$ cat config.mk
export PLATFORM = sky130hd
export DESIGN_NAME = fp16_dot_ctrl
export DESIGN_NICKNAME = d
export VERILOG_FILES = /design/src/rtl/fp16_dot_ctrl.sv
export SDC_FILE = /design/constraint.sdc
export NUM_CORES = 1
export LEC_CHECK = 0
export ABC_CLOCK_PERIOD_IN_PS = 4780
export BUFFER_PORTS_ARGS = -buffer_cell sky130_fd_sc_hd__buf_2
export CAP_MARGIN = 20
export CORE_MARGIN = 2
export CORE_UTILIZATION = 46
export CTS_CLUSTER_SIZE = 16
export DETAILED_ROUTE_END_ITERATION = 16
export HOLD_SLACK_MARGIN = 0.15
export PLACE_DENSITY = 0.75
export SLEW_MARGIN = 20
export SYNTH_ARGS = -nofsm -noshare
export SYNTH_HDL_FRONTEND = slang
export SYNTH_SLANG_ARGS = --single-unit
$ cat constraint.sdc
create_clock -name clk -period 4.78 [get_ports clk]
set_input_delay 1.434 -clock clk [delete_from_list [all_inputs] [get_ports clk]]
set_output_delay 1.434 -clock clk [all_outputs]
set_load 0.01 [all_outputs]
$ cat src/rtl/fp16_dot_ctrl.sv
// -----------------------------------------------------------------------------
// fp16_dot_ctrl
//
// Dot-product sequencer acting as the initiator for an external FP16
// multiply-accumulate (MAC) unit. A run is launched with start/len; the block
// clears the MAC for one cycle, streams one operand pair per accepted beat
// into the MAC's A/B inputs (injecting +0 x +0 on idle beats), waits for the
// MAC pipeline to drain and returns the accumulator over a valid/ready port.
// No floating-point arithmetic happens here: out_data is the MAC result
// bit-for-bit.
//
// Parameters
//   LEN_W    width of the vector-length field (max length 2^LEN_W-1)
//   MAC_LAT  clock edges from a change on mac_a/mac_b to the updated
//            accumulator on mac_result
//
// Ports
//   clk         in   rising-edge clock
//   reset       in   asynchronous active-low reset
//   start       in   one-cycle run request, sampled only while idle
//   len         in   number of operand pairs, sampled with start
//   in_valid    in   operand pair valid
//   in_a, in_b  in   FP16 operands
//   in_ready    out  operand pair ready (streaming and count below len)
//   mac_a/b     out  registered operands to the MAC
//   mac_reset   out  registered active-low MAC clear
//   mac_result  in   MAC accumulator output
//   out_valid   out  result valid
//   out_data    out  FP16 dot product
//   out_ready   in   result consumer ready
//   busy        out  high in every state except IDLE
//   nan_seen    out  (only with FP16_DOT_NAN_FLAG_EN) a NaN operand was
//                    accepted during the current run
//
// Optional feature macro: FP16_DOT_NAN_FLAG_EN
// -----------------------------------------------------------------------------
module fp16_dot_ctrl #(
  parameter int LEN_W   = 8,
  parameter int MAC_LAT = 3
) (
  input  logic             clk,
  input  logic             reset,
  input  logic             start,
  input  logic [LEN_W-1:0] len,
  input  logic             in_valid,
  input  logic [15:0]      in_a,
  input  logic [15:0]      in_b,
  output logic             in_ready,
  output logic [15:0]      mac_a,
  output logic [15:0]      mac_b,
  output logic             mac_reset,
  input  logic [15:0]      mac_result,
  output logic             out_valid,
  output logic [15:0]      out_data,
  input  logic             out_ready,
`ifdef FP16_DOT_NAN_FLAG_EN
  output logic             nan_seen,
`endif
  output logic             busy
);

  // The drain counter must hold MAC_LAT; keep at least one bit so a
  // zero-latency MAC still yields a legal vector.
  localparam int DRAIN_W = (MAC_LAT < 1) ? 1 : $clog2(MAC_LAT + 1);

  typedef enum logic [2:0] {
    IDLE,
    CLEAR,
    STREAM,
    DRAIN,
    DONE
  } state_t;

  state_t             state;
  logic [LEN_W-1:0]   len_q;      // latched vector length for this run
  logic [LEN_W-1:0]   pair_cnt;   // pairs accepted so far
  logic [DRAIN_W-1:0] drain_cnt;  // remaining drain cycles minus one

  logic             accept;
  logic [LEN_W-1:0] pair_cnt_inc;

  // in_ready is a registered copy of "in STREAM with count below len", so the
  // handshake needs no combinational path from state decode.
  assign accept       = (state == STREAM) && in_valid && in_ready;
  assign pair_cnt_inc = pair_cnt + LEN_W'(1);

`ifdef FP16_DOT_NAN_FLAG_EN
  // FP16 NaN: all-ones exponent with a non-zero mantissa (infinity excluded).
  function automatic logic is_nan(input logic [15:0] h);
    return (h[14:10] == 5'h1F) && (h[9:0] != 10'd0);
  endfunction
`endif

  // NOTE: every register below is updated with non-blocking assignments so
  // all state advances together on the edge, independent of statement order.
  always_ff @(posedge clk or negedge reset) begin
    if (!reset) begin
      state     <= IDLE;
      len_q     <= '0;
      pair_cnt  <= '0;
      drain_cnt <= '0;
      in_ready  <= 1'b0;
      mac_a     <= 16'h0000;
      mac_b     <= 16'h0000;
      // Held low while in reset so the MAC is cleared alongside this block.
      mac_reset <= 1'b0;
      out_valid <= 1'b0;
      out_data  <= 16'h0000;
      busy      <= 1'b0;
`ifdef FP16_DOT_NAN_FLAG_EN
      nan_seen  <= 1'b0;
`endif
    end else begin
      case (state)
        IDLE: begin
          mac_reset <= 1'b1;
          mac_a     <= 16'h0000;
          mac_b     <= 16'h0000;
          if (start) begin
            busy <= 1'b1;
            if (len != '0) begin
              len_q     <= len;
              pair_cnt  <= '0;
              // Low for exactly the CLEAR cycle; the MAC clears on the edge
              // that leaves CLEAR.
              mac_reset <= 1'b0;
`ifdef FP16_DOT_NAN_FLAG_EN
              nan_seen  <= 1'b0;
`endif
              state     <= CLEAR;
            end else begin
              // Empty vector: the dot product is +0, no MAC traffic needed.
              out_data  <= 16'h0000;
              out_valid <= 1'b1;
              state     <= DONE;
            end
          end
        end

        CLEAR: begin
          mac_reset <= 1'b1;
          mac_a     <= 16'h0000;
          mac_b     <= 16'h0000;
          in_ready  <= 1'b1;
          state     <= STREAM;
        end

        STREAM: begin
          if (accept) begin
            mac_a    <= in_a;
            mac_b    <= in_b;
            pair_cnt <= pair_cnt_inc;
`ifdef FP16_DOT_NAN_FLAG_EN
            if (is_nan(in_a) || is_nan(in_b)) begin
              nan_seen <= 1'b1;
            end
`endif
            // Leaving at equality means pair_cnt can never wrap.
            if (pair_cnt_inc == len_q) begin
              in_ready  <= 1'b0;
              drain_cnt <= DRAIN_W'(MAC_LAT);
              state     <= DRAIN;
            end
          end else begin
            // Bubble: +0 x +0 adds nothing to the running sum.
            mac_a <= 16'h0000;
            mac_b <= 16'h0000;
          end
        end

        DRAIN: begin
          mac_a <= 16'h0000;
          mac_b <= 16'h0000;
          // MAC_LAT+1 cycles in total: the last pair reaches the accumulator
          // MAC_LAT edges after it was driven, and is sampled one edge later.
          if (drain_cnt == '0) begin
            out_data  <= mac_result;
            out_valid <= 1'b1;
            state     <= DONE;
          end else begin
            drain_cnt <= drain_cnt - DRAIN_W'(1);
          end
        end

        DONE: begin
          // out_data and nan_seen stay frozen until the consumer takes them.
          if (out_ready) begin
            out_valid <= 1'b0;
            busy      <= 1'b0;
            state     <= IDLE;
          end
        end

        default: begin
          in_ready  <= 1'b0;
          out_valid <= 1'b0;
          busy      <= 1'b0;
          state     <= IDLE;
        end
      endcase
    end
  end

endmodule

==> impl_metrics.toml, run 1 <==
[clock_tree]
htree_num_levels = 3
clock_latency_ns = 0.35
cts_post_setup_buffers_inserted = 0
post_cts_resize_count = 0
clock-sinks = 73
cts_tree = "yes"
cts.path.max_buffers = 2
post_cts_hold_buffer_count = 0
clock_tree.root_cell = "clkbuf_8"
tritoncts.num_buffers = 9
clkTransAtPathRegs_ns = 0.08

[critical_path]
worst-r2r-setup-slack_ns = 2.57
worstSetupStartpointType = "input port"
cp_max_fo = 34
criticalPathCategory = "in2reg"
critPathRequiredTime_ns = 5.05
worstPathCellList = "buf_2 -> nor4_1 -> a41oi_1 -> nor2_4 -> nand3_1 -> o21ai_0"
rr_endpoint = "in_ready$_DFFE_PN0P_"
worstRegToRegCells = 6
crit_end_category = "register"
critical_path.max_stage_delay_ns = 0.66
cp_slowest_cell = "nor4_1"
critical_path_arrival_ns = 3.30
r2r_start = "pair_cnt[0]$_DFFE_PN0P_"

[placement]
place_congestion = 0.8458
portBuffers = 112
detailed_place_hpwl_um = 5095
dp_worst_setup_slack_ns = 1.105

[global_route]
grt_pass1_vias = 2323
maximum_number_of_pins_on_one_net_before_global_route_repair = 48
grt_pass1_wl_um = 11300
grt_busiest_layer = "met2"
gr-usage-met1_pct = 27.39
gr-usage-met2_pct = 27.83
groute.layer.met3.usage_pct = 5.238
grt-ovfl-total = 0
global_route.usage.total_pct = 19.57
antenna_found_initial = 0

[floorplanning]
floorplan.core_area_sq_um = 6719
boundaryPins = 113
fp.dieArea_sq_um = 7539
dieWidth_um = 86.83
rows = 30
die_height_um = 86.83
floorplan.initialDensity_pct = 46.96

[timing]
final-max-slew-violation-count = 0
worst_tran_pin_value_ns = 1.023
hold_viol = 0
final_min_period_over_clock_period_pct = 63.54
finalSetupViolCount = 0
worst_slew_margin_rel_pct = 31.52
postLayoutSetupSlackWorst_ns = 1.743
maximum_clock_skew_at_final_layout_ns = 0.008569
max_freq_mhz = 329.3
fin_setup_tns_ns = 0
final_period_minus_worst_setup_slack_ns = 3.037
rsz0062_at_grt = "false"

[finish]
multi_input_gate_area_sq_um = 1191
num-nets-final = 452
ff_latch_area_sq_um = 1827
most_used_cells_in_the_layout_excluding_fill_and_tap_cells = "112 x buf_2, 73 x dfrtp_1, 33 x a22o_1"
share_of_final_layout_standard_cells_stronger_than_drive_strength_1_pct = 36.55
layout_commonest_cell = "buf_2"
synthToLayoutAreaGrowth_pct = 25.85
nFillCells = 572
num_antenna_cells = 0

[route]
drcViolationCount = 0
route.detailed.vias_per_inst = 5.392
final_antenna_net_count = 0
routed_wl_um = 7269
via_count = 2556
initialDrtViolationCount = 80
wire_per_inst_um = 15.34
detail_route.first_pass.iterations = 4

[worst_hold_path]
min_delay_path_depth = 1
holdCritStartpoint = "out_valid$_DFFE_PN0P_"
worstHoldPathType = "reg2reg"
min_to = "out_valid$_DFFE_PN0P_"

[pwr]
power_per_unit_of_standard_cell_area_nw_per_um2 = 555.5
total_leakage_power_nw = 1.992
vdd_drop_max_uv = 287.9

[synth]
yosys_most_used_dff = "dfrtp_1"
ys_top_cells_by_area = "dfrtp_1 58%, a22o_1 9.2%, o21ai_0 4.3%"
post_synth_instance_area_sq_um = 3156
syn_inst = 279
synth.avg_cell_area_sq_um = 11.31
synth-edff-count = 0
postSynthRegisterBits = 73
synthDominantCellAreaShare_pct = 57.89
synthDistinctLibCells = 46
async_reset_ff_share_pct = 100.0
synthesis.yosys.warnings = 0
synth_fp_nets = 342
synth_seq_area_share_pct = 57.89
yosysTopAreaCell = "dfrtp_1"

[status]
outcome = "finished clean"

[job]
max_cap_viol_count = 0
==> power by group <==
| part | internal, W | switching [W] |
|---|---|---|
| logic | 0.000338 | 0.000427 |
| registers | 0.000814 | 0.000150 |
| clock network | 0.000243 | 0.000235 |
==> kinds of logic after synthesis <==
group                      after synthesis  share of synthesized area (%)
adders and majority gates                2                         0.7929
xor gates and xnor gates                10                          2.776
muxes                                    9                          3.172
buffers and inverters                   36                          4.520
AOI/OAI and AO/OA                       84                          19.11
and+or+nand+nor                         65                          11.74
DFF                                     73                          57.89
==> per-stage QoR <==
step | instances | hold slack (ns) | utilization [%] | instance area [sq um] | power, W
after floorplan | 279 | 0.4683 | - | 3156 | 0.001458
after global placement | 458 | 0.4591 | 56.13 | 3771 | 0.001708
after detailed placement | 458 | 0.4816 | 56.13 | 3771 | 0.001741
after CTS | 474 | 0.5036 | 59.03 | 3966 | 0.002231
after global routing | 474 | 0.5177 | 59.11 | 3971 | 0.002353
final | 474 | 0.4961 | 59.11 | 3971 | 0.002206
==> sequential cells by signal, indices dropped and copies added (netlist names) <==
register and flops:
mac_a 16, out_data 16, drain_cnt 2, out_valid 1, busy 1, len_q 8, state 3, mac_b 16
pair_cnt 8, mac_reset 1, in_ready 1
==> layer usage <==
metal	wire length, um	vias up
li1	-	1230
met1	3363	1227
met2	3268	85
met3	468	14
met4	168	0
met5	0	-
==> area by class of cell <==
| cell class | instances | share of cell area [%] |
|---|---|---|
| Clock buffer | 10 | 3.214 |
| Clock inverter | 6 | 1.701 |
| Inverter | 20 | 1.890 |
| Multi-Input combinational cell | 170 | 29.99 |
| Sequential cell | 73 | 46.00 |
| Tap cell | 80 | 2.520 |
| Timing Repair Buffer | 115 | 14.68 |
==> synth_stat cells, types with 3 or more instances <==
master and number:
nand2_1 10, nor3_1 4, and3_1 3, mux2_2 8, clkbuf_1 7, buf_1 3
a21oi_1 6, a22o_1 33, o21ai_0 27, nand3_1 19, xnor2_1 8, dfrtp_1 73
inv_1 20, buf_2 5, nor2_1 8
==> worst max-delay path: cells and delay by family <==
family	cells	cell delay [ns]
buf+inv	1	0.10
compound gates	2	0.41
simple gates	3	1.35
==> worst max path at each step <==
stage	startpoint	slack, ns	endpoint
2_1_floorplan	len[5]	2.12	out_data[10]$_DFFE_PN0P_
3_3_place_gp	len[5]	1.26	out_data[10]$_DFFE_PN0P_
3_5_place_dp	len[5]	1.10	out_data[11]$_DFFE_PN0P_
4_1_cts	len[5]	1.49	out_data[11]$_DFFE_PN0P_
5_1_grt	len[5]	1.50	out_data[3]$_DFFE_PN0P_
6_report	len[5]	1.74	out_data[11]$_DFFE_PN0P_
(Power assumes the default switching activity.)
==> run 2, diff against run 1 <==
--- a/config.mk
+++ b/config.mk
@@ -5,7 +5,7 @@
 export SDC_FILE = /design/constraint.sdc
 export NUM_CORES = 1
 export LEC_CHECK = 0
-export ABC_CLOCK_PERIOD_IN_PS = 4780
+export ABC_CLOCK_PERIOD_IN_PS = 2900
 export BUFFER_PORTS_ARGS = -buffer_cell sky130_fd_sc_hd__buf_2
 export CAP_MARGIN = 20
 export CORE_MARGIN = 2
==> constraint.sdc (replaced) <==
create_clock -name clk -period 2.9 [get_ports clk]
set_input_delay 0.87 -clock clk [delete_from_list [all_inputs] [get_ports clk]]
set_output_delay 0.87 -clock clk [all_outputs]
set_load 0.01 [all_outputs]
==> run 2 against run 1 <==
  * Utilization is 0.32 points higher
  * Register-to-register slack worse by 1.8 ns
  * Sequential power is 65% higher
  * Routed wire length is 2.5% lower
  * Largest cell class unchanged
  * Clock skew is 0.0030 ns lower
  * Combinational power is 64% higher
  * Global-route usage is 0.40 points higher
  * Clock-buffer cell count stayed put
  * Sequential cell count stayed put
  * Critical path depth stayed put
  * Total power is 64% higher
==> impl_metrics.toml, run 2 (same netlist as run 1, synthesis figures left out) <==
[finish]
share_of_final_layout_standard_cells_stronger_than_drive_strength_1_pct = 36.96
layoutNonFillerInstCount = 475
ff_latch_area_sq_um = 1827
synthToLayoutAreaGrowth_pct = 26.53
num_antenna_cells = 0
nFillCells = 605
most_used_cells_in_the_layout_excluding_fill_and_tap_cells = "112 x buf_2, 73 x dfrtp_1, 33 x a22o_1"
biggest_regs = "mac_a x16, mac_b x16, out_data x16"
num-nets-final = 454
multi_input_gate_area_sq_um = 1186
layout_commonest_cell = "buf_2"

[critical_path]
crit_end_category = "register"
rr_endpoint = "in_ready$_DFFE_PN0P_"
criticalPathCategory = "reg2reg"
r2r_start = "pair_cnt[0]$_DFFE_PN0P_"
worstSetupStartpointType = "register"
worst-r2r-setup-slack_ns = 0.74
critPathRequiredTime_ns = 3.18
worstRegToRegCells = 6
cp_max_fo = 7
critical_path_arrival_ns = 2.44

[timing]
final_period_minus_worst_setup_slack_ns = 2.155
worst_slew_margin_rel_pct = 35.56
final-max-slew-violation-count = 0
max_freq_mhz = 464.0
rsz0062_at_grt = "false"
worst_tran_pin_value_ns = 0.9631
maximum_clock_skew_at_final_layout_ns = 0.005616
postLayoutSetupSlackWorst_ns = 0.7450
hold_viol = 0
final_min_period_over_clock_period_pct = 74.31
finalSetupViolCount = 0
finalHoldWorstSlack_ns = 0.4835
fin_setup_tns_ns = 0

[clock_tree]
clkTransAtPathRegs_ns = 0.07
post_cts_hold_buffer_count = 0
cts.path.max_buffers = 2
htree_num_levels = 3
clock-sinks = 73
cts_post_setup_buffers_inserted = 0
cts_tree = "yes"
clock_tree.root_cell = "clkbuf_8"
post_cts_resize_count = 0
clock_latency_ns = 0.34
tritoncts.num_buffers = 9

[placement]
place_inst = 460
portBuffers = 112
place_congestion = 0.8449
detailed_place_hpwl_um = 5038
dp_worst_setup_slack_ns = 0.4385

[global_route]
grt_pass1_vias = 2572
global_route.usage.total_pct = 19.97
grt-ovfl-total = 0
grt_pass1_wl_um = 11760
antenna_found_initial = 0
maximum_number_of_pins_on_one_net_before_global_route_repair = 48

[floorplanning]
floorplan.initialDensity_pct = 46.96
die_height_um = 86.83
fp.dieArea_sq_um = 7539
floorplan.core_area_sq_um = 6719
rows = 30
boundaryPins = 113
dieWidth_um = 86.83

[route]
via_count = 2555
final_antenna_net_count = 0
detail_route.first_pass.iterations = 4
drcViolationCount = 0
initialDrtViolationCount = 118
wire_per_inst_um = 14.91
routed_wl_um = 7084
route.detailed.vias_per_inst = 5.379

[status]
outcome = "finished clean"

[worst_hold_path]
worstHoldPathType = "reg2reg"
holdCritStartpoint = "out_valid$_DFFE_PN0P_"
min_delay_path_depth = 1
min_to = "out_valid$_DFFE_PN0P_"

[pwr]
totalPowerFinal_w = 0.003615
total_leakage_power_nw = 2.012
power_per_unit_of_standard_cell_area_nw_per_um2 = 905.5
vdd_drop_max_uv = 419.3

[job]
max_cap_viol_count = 0
## run 2: cell types whose count changed in the layout (fill, tap and decap cells not counted), sizes merged
cell      before  now
inv           21   20
clkinvlp       2    1
clkinv         2    3
buf          115  117
## run 2: per-stage QoR
stage          utilization (%)  area, sq um
4_1_cts                  59.42         3993
3_3_place_gp             56.54         3799
2_1_floorplan                -         3156
5_1_grt                  59.42         3993
3_5_place_dp             56.54         3799
6_report                 59.42         3993
## run 2: area by class of cell
class	instances	area share, %
Sequential cell	73	45.75
Multi-Input combinational cell	170	29.71
Clock buffer	10	3.447
Timing Repair Buffer	117	15.29
Tap cell	80	2.507
Clock inverter	5	1.410
Inverter	20	1.880
## run 2: power by group
| group | leakage (nW) | switching, W | total (W) | internal [W] |
|---|---|---|---|---|
| combinational | 1.03 | 0.000689 | 0.00125 | 0.000560 |
| clock | 0.0981 | 0.000363 | 0.000777 | 0.000414 |
| sequential | 0.883 | 0.000247 | 0.00159 | 0.00134 |
| total | 2.01 | 0.00130 | 0.00362 | 0.00232 |
## run 2: how the worst max path moves through the flow
stage	start	to	slack, ns	cells past startpoint
CTS	pair_cnt[0]$_DFFE_PN0P_	in_ready$_DFFE_PN0P_	0.73	6
global route	pair_cnt[0]$_DFFE_PN0P_	drain_cnt[1]$_DFFE_PN0P_	0.56	6
global placement	len[1]	pair_cnt[7]$_DFFE_PN0P_	0.50	6
detailed placement	len[1]	out_data[15]$_DFFE_PN0P_	0.44	7
finish	pair_cnt[0]$_DFFE_PN0P_	in_ready$_DFFE_PN0P_	0.74	6
floorplan	len[5]	out_data[10]$_DFFE_PN0P_	0.80	5
## run 2: per-layer routing
layer | part of all wire, % | GRT usage [%]
met4 | 1.8 | 9.659
met2 | 47 | 30.95
met5 | 0 | 0
met1 | 44 | 26.23
met3 | 6.9 | 4.952
## run 2: critical path: stages, from the launching register on
cell,delay (ns)
dfrtp_1,0.45
ha_1,0.34
nand3_1,0.26
o311ai_0,0.36
o21ai_0,0.15
o2111ai_2,0.34
a31o_1,0.19
==> run 3, diff against run 2 <==
--- a/config.mk
+++ b/config.mk
@@ -5,7 +5,8 @@
 export SDC_FILE = /design/constraint.sdc
 export NUM_CORES = 1
 export LEC_CHECK = 0
-export ABC_CLOCK_PERIOD_IN_PS = 2900
+export ABC_AREA = 1
+export ABC_CLOCK_PERIOD_IN_PS = 2100
 export BUFFER_PORTS_ARGS = -buffer_cell sky130_fd_sc_hd__buf_2
 export CAP_MARGIN = 20
 export CORE_MARGIN = 2
@@ -13,7 +14,7 @@
 export CTS_CLUSTER_SIZE = 16
 export DETAILED_ROUTE_END_ITERATION = 16
 export HOLD_SLACK_MARGIN = 0.15
-export PLACE_DENSITY = 0.75
+export PLACE_DENSITY = 0.74
 export SLEW_MARGIN = 20
 export SYNTH_ARGS = -nofsm -noshare
 export SYNTH_HDL_FRONTEND = slang
==> constraint.sdc (replaced) <==
create_clock -name clk -period 2.1 [get_ports clk]
set_input_delay 0.63 -clock clk [delete_from_list [all_inputs] [get_ports clk]]
set_output_delay 0.63 -clock clk [all_outputs]
set_load 0.01 [all_outputs]
==> run 3 against run 2 <==
  * Clock skew rose by 0.0028 ns
  * Clock power rose by 43%
  * Via count rose by 11%
  * Sequential share of layout area fell by 1.7 points
  * Sequential cell count did not move
==> impl_metrics.toml, run 3 <==
[timing]
final_min_period_over_clock_period_pct = 89.18
finalSetupViolCount = 0
finalHoldWorstSlack_ns = 0.2972
maximum_clock_skew_at_final_layout_ns = 0.008431
max_freq_mhz = 534.0
hold_viol = 0
final-max-slew-violation-count = 0
fin_setup_tns_ns = 0
final_period_minus_worst_setup_slack_ns = 1.873
worst_slew_margin_rel_pct = 73.02
rsz0062_at_grt = "false"
worst_tran_pin_value_ns = 0.4043

[global_route]
maximum_number_of_pins_on_one_net_before_global_route_repair = 74
grt-ovfl-total = 0
grt_pass1_vias = 2766
antenna_found_initial = 0
global_route.usage.total_pct = 20.31
grt_pass1_wl_um = 12260

[synth]
synth_fp_nets = 422
synth-edff-count = 0
synth.avg_cell_area_sq_um = 9.142
async_reset_ff_share_pct = 100.0
ys_top_cells_by_area = "dfrtp_1 56%, nand2_1 11%, a22o_1 8.5%"
yosysTopAreaCell = "dfrtp_1"
synth_adder_area_share_pct = 0.7625
synthesis.yosys.warnings = 0
postSynthRegisterBits = 73
synth-compound-area-share_pct = 12.77
synth_top_family_by_area = "simple AND/OR/NAND/NOR gates"
synthTopCellsByCount = "93 x nand2_1, 73 x dfrtp_1, 44 x nand3_1"
synthDistinctLibCells = 27
synthDominantCellAreaShare_pct = 55.66
yosys-mux-area-fraction_pct = 0
yosys_most_used_dff = "dfrtp_1"
post_synth_xor_area_fraction_pct = 0
synth_seq_area_share_pct = 55.66
post_synth_instance_area_sq_um = 3282
synthMostInstantiatedCell = "nand2_1"
synthesized_area_fraction_occupied_by_and_or_nand_nor_cells_pct = 23.98
syn_inst = 359

[floorplanning]
floorplan.core_area_sq_um = 6832
fp.dieArea_sq_um = 7826
floorplan.initialDensity_pct = 48.04
die_height_um = 88.47
boundaryPins = 113
rows = 30
dieWidth_um = 88.47

[route]
wire_per_inst_um = 13.16
routed_wl_um = 7583
detail_route.first_pass.iterations = 4
via_count = 2841
drcViolationCount = 0
route.detailed.vias_per_inst = 4.932
final_antenna_net_count = 0
initialDrtViolationCount = 139

[status]
outcome = "finished clean"

[clock_tree]
clkTransAtPathRegs_ns = 0.08
cts_post_setup_buffers_inserted = 0
clock_tree.root_cell = "clkbuf_8"
cts_tree = "yes"
clock_latency_ns = 0.34
tritoncts.num_buffers = 9
cts.path.max_buffers = 2
htree_num_levels = 3
clock-sinks = 73

[placement]
place_inst = 560
detailed_place_hpwl_um = 5552
portBuffers = 112
dpl_cell_area_sq_um = 3943
place_congestion = 0.8392

[critical_path]
worstSetupStartpointType = "register"
criticalPathCategory = "reg2reg"
cp_common_cell = "nand2_1"
critical_path_arrival_ns = 2.10
crit_end_category = "register"
cp_max_fo = 5
critPathBufInv = 0
cp_slowest_cell = "dfrtp_1"
critical_path.max_stage_delay_ns = 0.42
worstPathCellList = "ha_1 -> nand2_1 -> nor2_1 -> nand3_1 -> nand3_1 -> nand2_1 -> nor2_1 -> nand3_1 -> nand2_1 -> nand3_1 -> nand2_1 -> nand2_1"
crit_family = "simple AND/OR/NAND/NOR gates"
critPathRequiredTime_ns = 2.33

[worst_hold_path]
worstHoldPathType = "in2async"

[finish]
biggest_regs = "mac_a x16, mac_b x16, out_data x16"
num-nets-final = 538
share_of_final_layout_standard_cells_stronger_than_drive_strength_1_pct = 31.25
postLayoutCellArea_sq_um = 4146
synthToLayoutAreaGrowth_pct = 26.34
layout_commonest_cell = "buf_2"
layoutNonFillerInstCount = 576
ff_latch_area_sq_um = 1827
num_antenna_cells = 0
nFillCells = 638
most_used_cells_in_the_layout_excluding_fill_and_tap_cells = "112 x buf_2, 93 x nand2_1, 73 x dfrtp_1"
multi_input_gate_area_sq_um = 1234

[pwr]
totalPowerFinal_w = 0.004559
vdd_drop_max_uv = 551.1
power_per_unit_of_standard_cell_area_nw_per_um2 = 1099
total_leakage_power_nw = 2.329

[job]
max_cap_viol_count = 0
-- run 3: cell count changes after synthesis, moves of 5 or more --
cell     before  now
inv_1        20   36
o21ai_0      27   15
inv_2         0    5
nand3_1      19   44
mux2_2        8    0
nor2_1        8   24
nand2_1      10   93
xnor2_1       8    0
-- run 3: path summary, 6_finish.rpt --
path	start	end	slack [ns]	cells after the start
worst max-delay path	pair_cnt[0]$_DFFE_PN0P_	in_ready$_DFFE_PN0P_	0.23	12
worst min-delay path	reset	len_q[3]$_DFFE_PN0P_	0.30	2
worst max register to register	pair_cnt[0]$_DFFE_PN0P_	in_ready$_DFFE_PN0P_	0.23	12
worst min register to register	out_data[0]$_DFFE_PN0P_	out_data[0]$_DFFE_PN0P_	0.48	2
max in group asynchronous	reset	mac_a[4]$_DFFE_PN0P_	1.50	2
min in group clk	out_data[0]$_DFFE_PN0P_	out_data[0]$_DFFE_PN0P_	0.48	2
-- run 3: layout make-up --
class                   count  share of cell area, %
clock buffers               9                  2.987
multi-input cells         233                  29.75
well taps                  96                  2.897
clock inverters             7                  1.871
inverters                  41                  3.712
flip-flops and latches     73                  44.06
repair buffers            117                  14.73
-- run 3: repair_timing --
| item | CTS | global route |
|---|---|---|
| gates resized for setup | 0 | 1 |
| setup endpoints to repair | 0 | 3 |
| hold buffers | 0 | 0 |
| hold endpoints to repair | 0 | 0 |
-- run 3: stage by stage --
stage | setup slack (ns) | util, %
after global routing | 0.005120 | 60.70
after detailed placement | 0.2211 | 57.71
after floorplan | 0.4868 | -
after global placement | 0.2816 | 57.71
final | 0.2273 | 60.70
after CTS | 0.1999 | 60.66
-- run 3: layer usage --
layer	vias to the layer above	GRT usage [%]	share of wire [%]
li1	1416	-	-
met1	1331	25.23	43
met2	87	34.04	51
met3	7	4.944	5.6
met4	0	8.540	0.80
met5	-	0	0
-- run 3: cells by family (layout without fill, tap and decap cells) --
logic type,after synthesis,count (layout)
adder cells (fa/ha/maj),2,2
buffers and inverters,53,174
flip-flops,73,73
AND/OR/NAND/NOR,175,175
AO/OA/AOI/OAI,56,56
-- run 3: where the power goes --
part	switching, W	total [W]	internal [W]
clock	0.000548	0.00111	0.000558
sequential	0.000212	0.00193	0.00172
combinational	0.000955	0.00152	0.000564
